**config.mk**
```make
export PLATFORM = sky130hd
export DESIGN_NAME = addr_decoder_n_flat
export DESIGN_NICKNAME = d
export VERILOG_FILES = /design/src/rtl/addr_decoder_n_if.sv /design/src/rtl/addr_decoder_n.sv /design/src/flat_wrapper.sv
export SDC_FILE = /design/constraint.sdc
export NUM_CORES = 1
export LEC_CHECK = 0
export ABC_AREA = 1
export BUFFER_PORTS_ARGS = -buffer_cell sky130_fd_sc_hd__buf_4
export CAP_MARGIN = 20
export CORE_AREA = 2 2 39 41
export DETAILED_ROUTE_END_ITERATION = 10
export DIE_AREA = 0 0 41 43
export PLACE_DENSITY = 0.76
export SKIP_LAST_GASP = 1
export SYNTH_ARGS = -nofsm -noshare
export SYNTH_HDL_FRONTEND = slang
export SYNTH_SLANG_ARGS = --single-unit
```
**constraint.sdc**
```tcl
create_clock -name clk -period 1.4 [get_ports clk]
set_input_delay 0.14 -clock clk [delete_from_list [all_inputs] [get_ports clk]]
set_output_delay 0.14 -clock clk [all_outputs]
set_load 0.02 [all_outputs]
```
**src/rtl/addr_decoder_n_if.sv**
```systemverilog
// Bus between a master, the address decoder and the slave it selects.
// The decoder sits on the slave modport.
interface addr_decoder_n_if #(
  parameter int ADDR_W     = 14,
  parameter int SEL_BITS   = 2,
  parameter int NUM_SLAVES = 3
);
  logic                  addr_valid;
  logic [ADDR_W-1:0]     inp_Addr;
  logic                  slave_done;
  logic                  addr_ack;
  logic [NUM_SLAVES-1:0] sel_s;
  logic [SEL_BITS-1:0]   sel_slave;
  logic                  busy;
  logic                  dec_err;
  logic                  timeout_err;

  modport master (
    output addr_valid, inp_Addr, slave_done,
    input  addr_ack, sel_s, sel_slave, busy, dec_err, timeout_err
  );

  modport slave (
    input  addr_valid, inp_Addr, slave_done,
    output addr_ack, sel_s, sel_slave, busy, dec_err, timeout_err
  );
endinterface

```
**src/rtl/addr_decoder_n.sv**
```systemverilog
// Address decoder: maps the address MSBs to a one-hot slave select, holds it
// for one transfer and aborts transfers whose slave never finishes.
module addr_decoder_n #(
  parameter int ADDR_W     = 14,
  parameter int SEL_BITS   = 2,
  parameter int NUM_SLAVES = 3,
  parameter int TIMEOUT    = 16
) (
  input  logic          clk,
  input  logic          rst,
  addr_decoder_n_if.slave bus
);
  localparam int CNT_W = $clog2(TIMEOUT);

  typedef enum logic {IDLE, ACTIVE} state_t;

  state_t                r_state, w_state_nxt;
  logic [CNT_W-1:0]      r_cnt, w_cnt_nxt;
  logic [NUM_SLAVES-1:0] r_sel_s, w_sel_s_nxt;
  logic [SEL_BITS-1:0]   r_sel_slave, w_sel_slave_nxt;
  logic                  r_ack, w_ack_nxt;
  logic                  r_dec_err, w_dec_err_nxt;
  logic                  r_to_err, w_to_err_nxt;

  logic [SEL_BITS-1:0]   w_idx;
  logic                  w_mapped;

  // The shift consumes the whole address so no bit is left dangling.
  assign w_idx    = SEL_BITS'(bus.inp_Addr >> (ADDR_W - SEL_BITS));
  assign w_mapped = ({1'b0, w_idx} < (SEL_BITS + 1)'(NUM_SLAVES));

  // NOTE: every always_comb output gets a default first so no path leaves it
  // unassigned; a missing default infers a latch.
  always_comb begin
    w_state_nxt     = r_state;
    w_cnt_nxt       = r_cnt;
    w_sel_s_nxt     = r_sel_s;
    w_sel_slave_nxt = r_sel_slave;
    w_ack_nxt       = 1'b0;
    w_dec_err_nxt   = 1'b0;
    w_to_err_nxt    = 1'b0;

    case (r_state)
      IDLE: begin
        w_cnt_nxt       = '0;
        w_sel_s_nxt     = '0;
        w_sel_slave_nxt = '0;
        if (bus.addr_valid) begin
          w_ack_nxt = 1'b1;
          if (w_mapped) begin
            w_state_nxt     = ACTIVE;
            w_sel_s_nxt     = NUM_SLAVES'(1) << w_idx;
            w_sel_slave_nxt = w_idx;
          end else begin
            w_dec_err_nxt = 1'b1;
          end
        end
      end

      ACTIVE: begin
        // Completion is tested first so it wins over a coincident timeout.
        if (bus.slave_done || (r_cnt == CNT_W'(TIMEOUT - 1))) begin
          w_state_nxt     = IDLE;
          w_cnt_nxt       = '0;
          w_sel_s_nxt     = '0;
          w_sel_slave_nxt = '0;
          w_to_err_nxt    = !bus.slave_done;
        end else begin
          w_cnt_nxt = r_cnt + CNT_W'(1);
        end
      end

      default: w_state_nxt = IDLE;
    endcase
  end

  // NOTE: sequential state uses non-blocking assignments so every flop
  // samples the pre-edge values regardless of statement order.
  always_ff @(posedge clk or posedge rst) begin
    if (rst) begin
      r_state     <= IDLE;
      r_cnt       <= '0;
      r_sel_s     <= '0;
      r_sel_slave <= '0;
      r_ack       <= 1'b0;
      r_dec_err   <= 1'b0;
      r_to_err    <= 1'b0;
    end else begin
      r_state     <= w_state_nxt;
      r_cnt       <= w_cnt_nxt;
      r_sel_s     <= w_sel_s_nxt;
      r_sel_slave <= w_sel_slave_nxt;
      r_ack       <= w_ack_nxt;
      r_dec_err   <= w_dec_err_nxt;
      r_to_err    <= w_to_err_nxt;
    end
  end

  assign bus.addr_ack    = r_ack;
  assign bus.sel_s       = r_sel_s;
  assign bus.sel_slave   = r_sel_slave;
  assign bus.busy        = (r_state == ACTIVE);
  assign bus.dec_err     = r_dec_err;
  assign bus.timeout_err = r_to_err;
endmodule
```
**src/flat_wrapper.sv**
```systemverilog
// flat-port wrapper written by rule: the top's interface ports become plain ports
module addr_decoder_n_flat 
#(
  parameter int ADDR_W     = 14,
  parameter int SEL_BITS   = 2,
  parameter int NUM_SLAVES = 3,
  parameter int TIMEOUT    = 16
)
  (clk, rst, bus_addr_valid, bus_inp_Addr, bus_slave_done, bus_addr_ack, bus_sel_s, bus_sel_slave, bus_busy, bus_dec_err, bus_timeout_err);
  addr_decoder_n_if #(.ADDR_W(ADDR_W), .SEL_BITS(SEL_BITS), .NUM_SLAVES(NUM_SLAVES)) bus_i ();
  input  logic clk;
  input  logic rst;
  input wire logic [$bits(bus_i.addr_valid)-1:0] bus_addr_valid;
  input wire logic [$bits(bus_i.inp_Addr)-1:0] bus_inp_Addr;
  input wire logic [$bits(bus_i.slave_done)-1:0] bus_slave_done;
  output wire logic [$bits(bus_i.addr_ack)-1:0] bus_addr_ack;
  output wire logic [$bits(bus_i.sel_s)-1:0] bus_sel_s;
  output wire logic [$bits(bus_i.sel_slave)-1:0] bus_sel_slave;
  output wire logic [$bits(bus_i.busy)-1:0] bus_busy;
  output wire logic [$bits(bus_i.dec_err)-1:0] bus_dec_err;
  output wire logic [$bits(bus_i.timeout_err)-1:0] bus_timeout_err;
  assign bus_i.addr_valid = bus_addr_valid;
  assign bus_i.inp_Addr = bus_inp_Addr;
  assign bus_i.slave_done = bus_slave_done;
  assign bus_addr_ack = bus_i.addr_ack;
  assign bus_sel_s = bus_i.sel_s;
  assign bus_sel_slave = bus_i.sel_slave;
  assign bus_busy = bus_i.busy;
  assign bus_dec_err = bus_i.dec_err;
  assign bus_timeout_err = bus_i.timeout_err;
  addr_decoder_n #(.ADDR_W(ADDR_W), .SEL_BITS(SEL_BITS), .NUM_SLAVES(NUM_SLAVES), .TIMEOUT(TIMEOUT)) u_core (.clk(clk), .rst(rst), .bus(bus_i));
endmodule
```
==> out/qor.yml <==
synthesis:
  ys_seq_area_share_pct: 59.9
  syn-cell-area_um2: 459
  synth_cell_types: 12
  synth_cells: 49
  yosys-top-cells-area: "dfrtp_1 60%, nand2_1 8.2%, nand3_1 5.4%"
  synth.most_common_cell: "dfrtp_1"
  synth_top_cell_area_share_pct: 59.9
  yosys_warnings: 0
  synth_seq_cells: 11
  synthFlopType: "dfrtp_1"
  synthArstFlopShare_pct: 100
  yosysTopAreaCell: "dfrtp_1"
  postSynthAreaPerCell_um2: 9.37
  yosys-top-cells-count: "11 x dfrtp_1, 10 x nand2_1, 6 x inv_1"
  syn_nets: 68
  synth_enable_flop_cells: 0
cts:
  cts_tree: "done"
  clk_pin_slew_worst_paths_ns: 0.07
  cts_buffer_depth: 2
  cts-htree-levels: 1
  postCtsResizedCells: 0
  cts.sinks: 11
  clk_latency_ns: 0.26
  cts_buffers: 3
  cts_root_buf: "clkbuf_4"
layout:
  nets: 86
  instances_no_fill: 82
  antenna_cells: 0
  post-route-util_pct: 43.8
  area_growth_pct: 31.9
  drive_gt1_share_pct: 34.8
placement:
  io_buffers: 14
  dp_hpwl_um: 570
  placed_cells: 77
  gp_congestion: 0.705
critical_path:
  critPathTopFamily: "flip-flops"
  required_ns: 1.60
  start_kind: "flip-flop"
  crit_buf_inv: 1
  critical_path.most_common_cell: "nand2_2"
  crit_path_start: "u_core.r_cnt[0]$_DFF_PP0_"
  slowest_delay_ns: 0.40
  cp.arrival_ns: 1.30
  reg2reg_slack_ns: 0.30
  path_max_fanout: 4
  worstRegToRegCells: 6
  r2r-end: "u_core.r_cnt[3]$_DFF_PP0_"
  crit_chain: "ha_1 > nand3_1 > nand2_2 > inv_2 > nand2_2 > nor2_2"
  path_class: "reg2reg"
  end_kind: "flip-flop"
  reg2reg_from: "u_core.r_cnt[0]$_DFF_PP0_"
  cp_slowest_cell: "dfrtp_1"
die:
  die_area_mm2: 0.00176
  io_pins: 27
  fp.dieH_um: 43
  core_mm2: 0.00138
  die_w_um: 41
  rows: 14
  start_util_pct: 33.2
pwr:
  p_leak_nw: 0.343
  p_sw_w: 0.000177
  netSwitchingFraction_pct: 26.6
  finalPower_w: 0.000667
  internal-power_w: 0.000489
  power.sequential.fraction_pct: 52.3
  p_per_area_mw_per_mm2: 1100
  irDropWorstVdd_uv: 637
  p_comb_share_pct: 15.8
  pwr-share-clk_pct: 31.9
route:
  ant_nets: 0
  wire_per_inst_um: 8.93
  via_per_inst: 4.43
  drt_iter0_drc: 0
  drc: 0
  dr_total_vias: 363
  wirelength_um: 732
  first_pass_iters: 1
run:
  max-cap-violations: 0
sta:
  tightest_slew_ns: 0.390
  relSlewSlack_pct: 74.0
  fin_crit_ns: 1.10
  setup_tns_ns: 0
  drv_slew: 0
  finalHoldViolCount: 0
  fmax_ghz: 0.910
  rsz0062_at_grt: "false"
  setup_viol: 0
  skew_ns: 0.000892
  min_period_over_period_pct: 78.5
worst_hold_path:
  holdCritPathClass: "in2reg"
  min_from: "bus_slave_done"
  min_path_cells: 2
  holdPathEnd: "u_core.r_cnt[2]$_DFF_PP0_"
global_route:
  grt_usage_pct: 11.6
  grt_max_degree: 12
  antenna_found_initial: 0
  gr-total-overflow: 0
  grt_pass1_wl_mm: 1.31
  grt_pass1_vias: 336
outcome:
  status: "finished, final reports clean"
-- stage by stage --
step | instance area [um2] | hold slack (ns) | setup WS [ns]
global placement | 569 | 0.153 | 0.320
floorplan | 459 | -0.00756 | 0.395
global route | 606 | 0.0445 | 0.200
detailed placement | 569 | 0.157 | 0.309
finish | 606 | 0.0456 | 0.301
CTS | 606 | 0.0422 | 0.293
-- how the worst max path moves through the flow --
stage / depth (start not counted) / to / slack [ns]
global placement: 6 / u_core.r_cnt[3]$_DFF_PP0_ / 0.32
floorplan: 6 / u_core.r_cnt[3]$_DFF_PP0_ / 0.39
global route: 6 / u_core.r_cnt[3]$_DFF_PP0_ / 0.20
CTS: 6 / u_core.r_cnt[3]$_DFF_PP0_ / 0.29
detailed placement: 6 / u_core.r_cnt[3]$_DFF_PP0_ / 0.31
finish: 6 / u_core.r_cnt[3]$_DFF_PP0_ / 0.30
-- flip-flops by register name, summed over array words and instances (netlist names) --
| name | count |
|---|---|
| u_core.bus.addr_ack | 1 |
| u_core.bus.sel_slave | 1 |
| u_core.bus.sel_s | 2 |
| u_core.bus.dec_err | 1 |
| u_core.r_cnt | 4 |
| u_core.bus.timeout_err | 1 |
| u_core.bus.busy | 1 |
-- power groups by stage --
| stage | clock (W) | combinational, W | sequential [W] |
|---|---|---|---|
| global route | 0.000241 | 0.000118 | 0.000351 |
| detailed placement | 0 | 0.000105 | 0.000355 |
| CTS | 0.000219 | 0.000107 | 0.000349 |
| finish | 0.000212 | 0.000106 | 0.000349 |
| floorplan | 0 | 0.0000464 | 0.000370 |
| global placement | 0 | 0.000104 | 0.000354 |
-- layout make-up --
type                            instances  area, um2
Fill cell                             128        778
Sequential cell                        11        275
Multi-Input combinational cell         28        139
Timing Repair Buffer                   15        115
Inverter                                8       30.0
Clock buffer                            4       26.3
Tap cell                               16       20.0
-- per-layer routing --
metal / up-vias / wire, um / global-route usage (%)
met3: 2 / 47 / 3.14
met1: 168 / 295 / 12.3
met5: - / 0 / 0
li1: 181 / - / -
met2: 12 / 369 / 17.5
met4: 0 / 19 / 10.0
-- cell usage in the layout (no fill, tap or decap), drive strengths merged --
cell	Yosys	layout
nor2	6	6
dfrtp	11	11
nor3	3	3
xnor2	1	1
nand2	12	12
nand3	5	5
dlygate4sd3	0	1
clkbuf	0	4
ha	1	1
inv	8	8
buf	2	14
-- kinds of logic (layout without fill, tap and decap cells) --
group | count (synthesis) | in the layout | share of synthesized area, %
AND/OR/NAND/NOR | 26 | 26 | 25.6
flip-flops | 11 | 11 | 59.9
buffers and inverters | 10 | 27 | 9.81
adder cells (fa/ha/maj) | 1 | 1 | 2.72
XOR/XNOR | 1 | 1 | 1.91
-- what timing repair did --
| action | in CTS | in global routing |
|---|---|---|
| endpoints found under the hold margin | 11 | 0 |
| buffers inserted | 0 | 0 |
| hold buffers | 1 | 0 |
(Power assumes the default switching activity.)
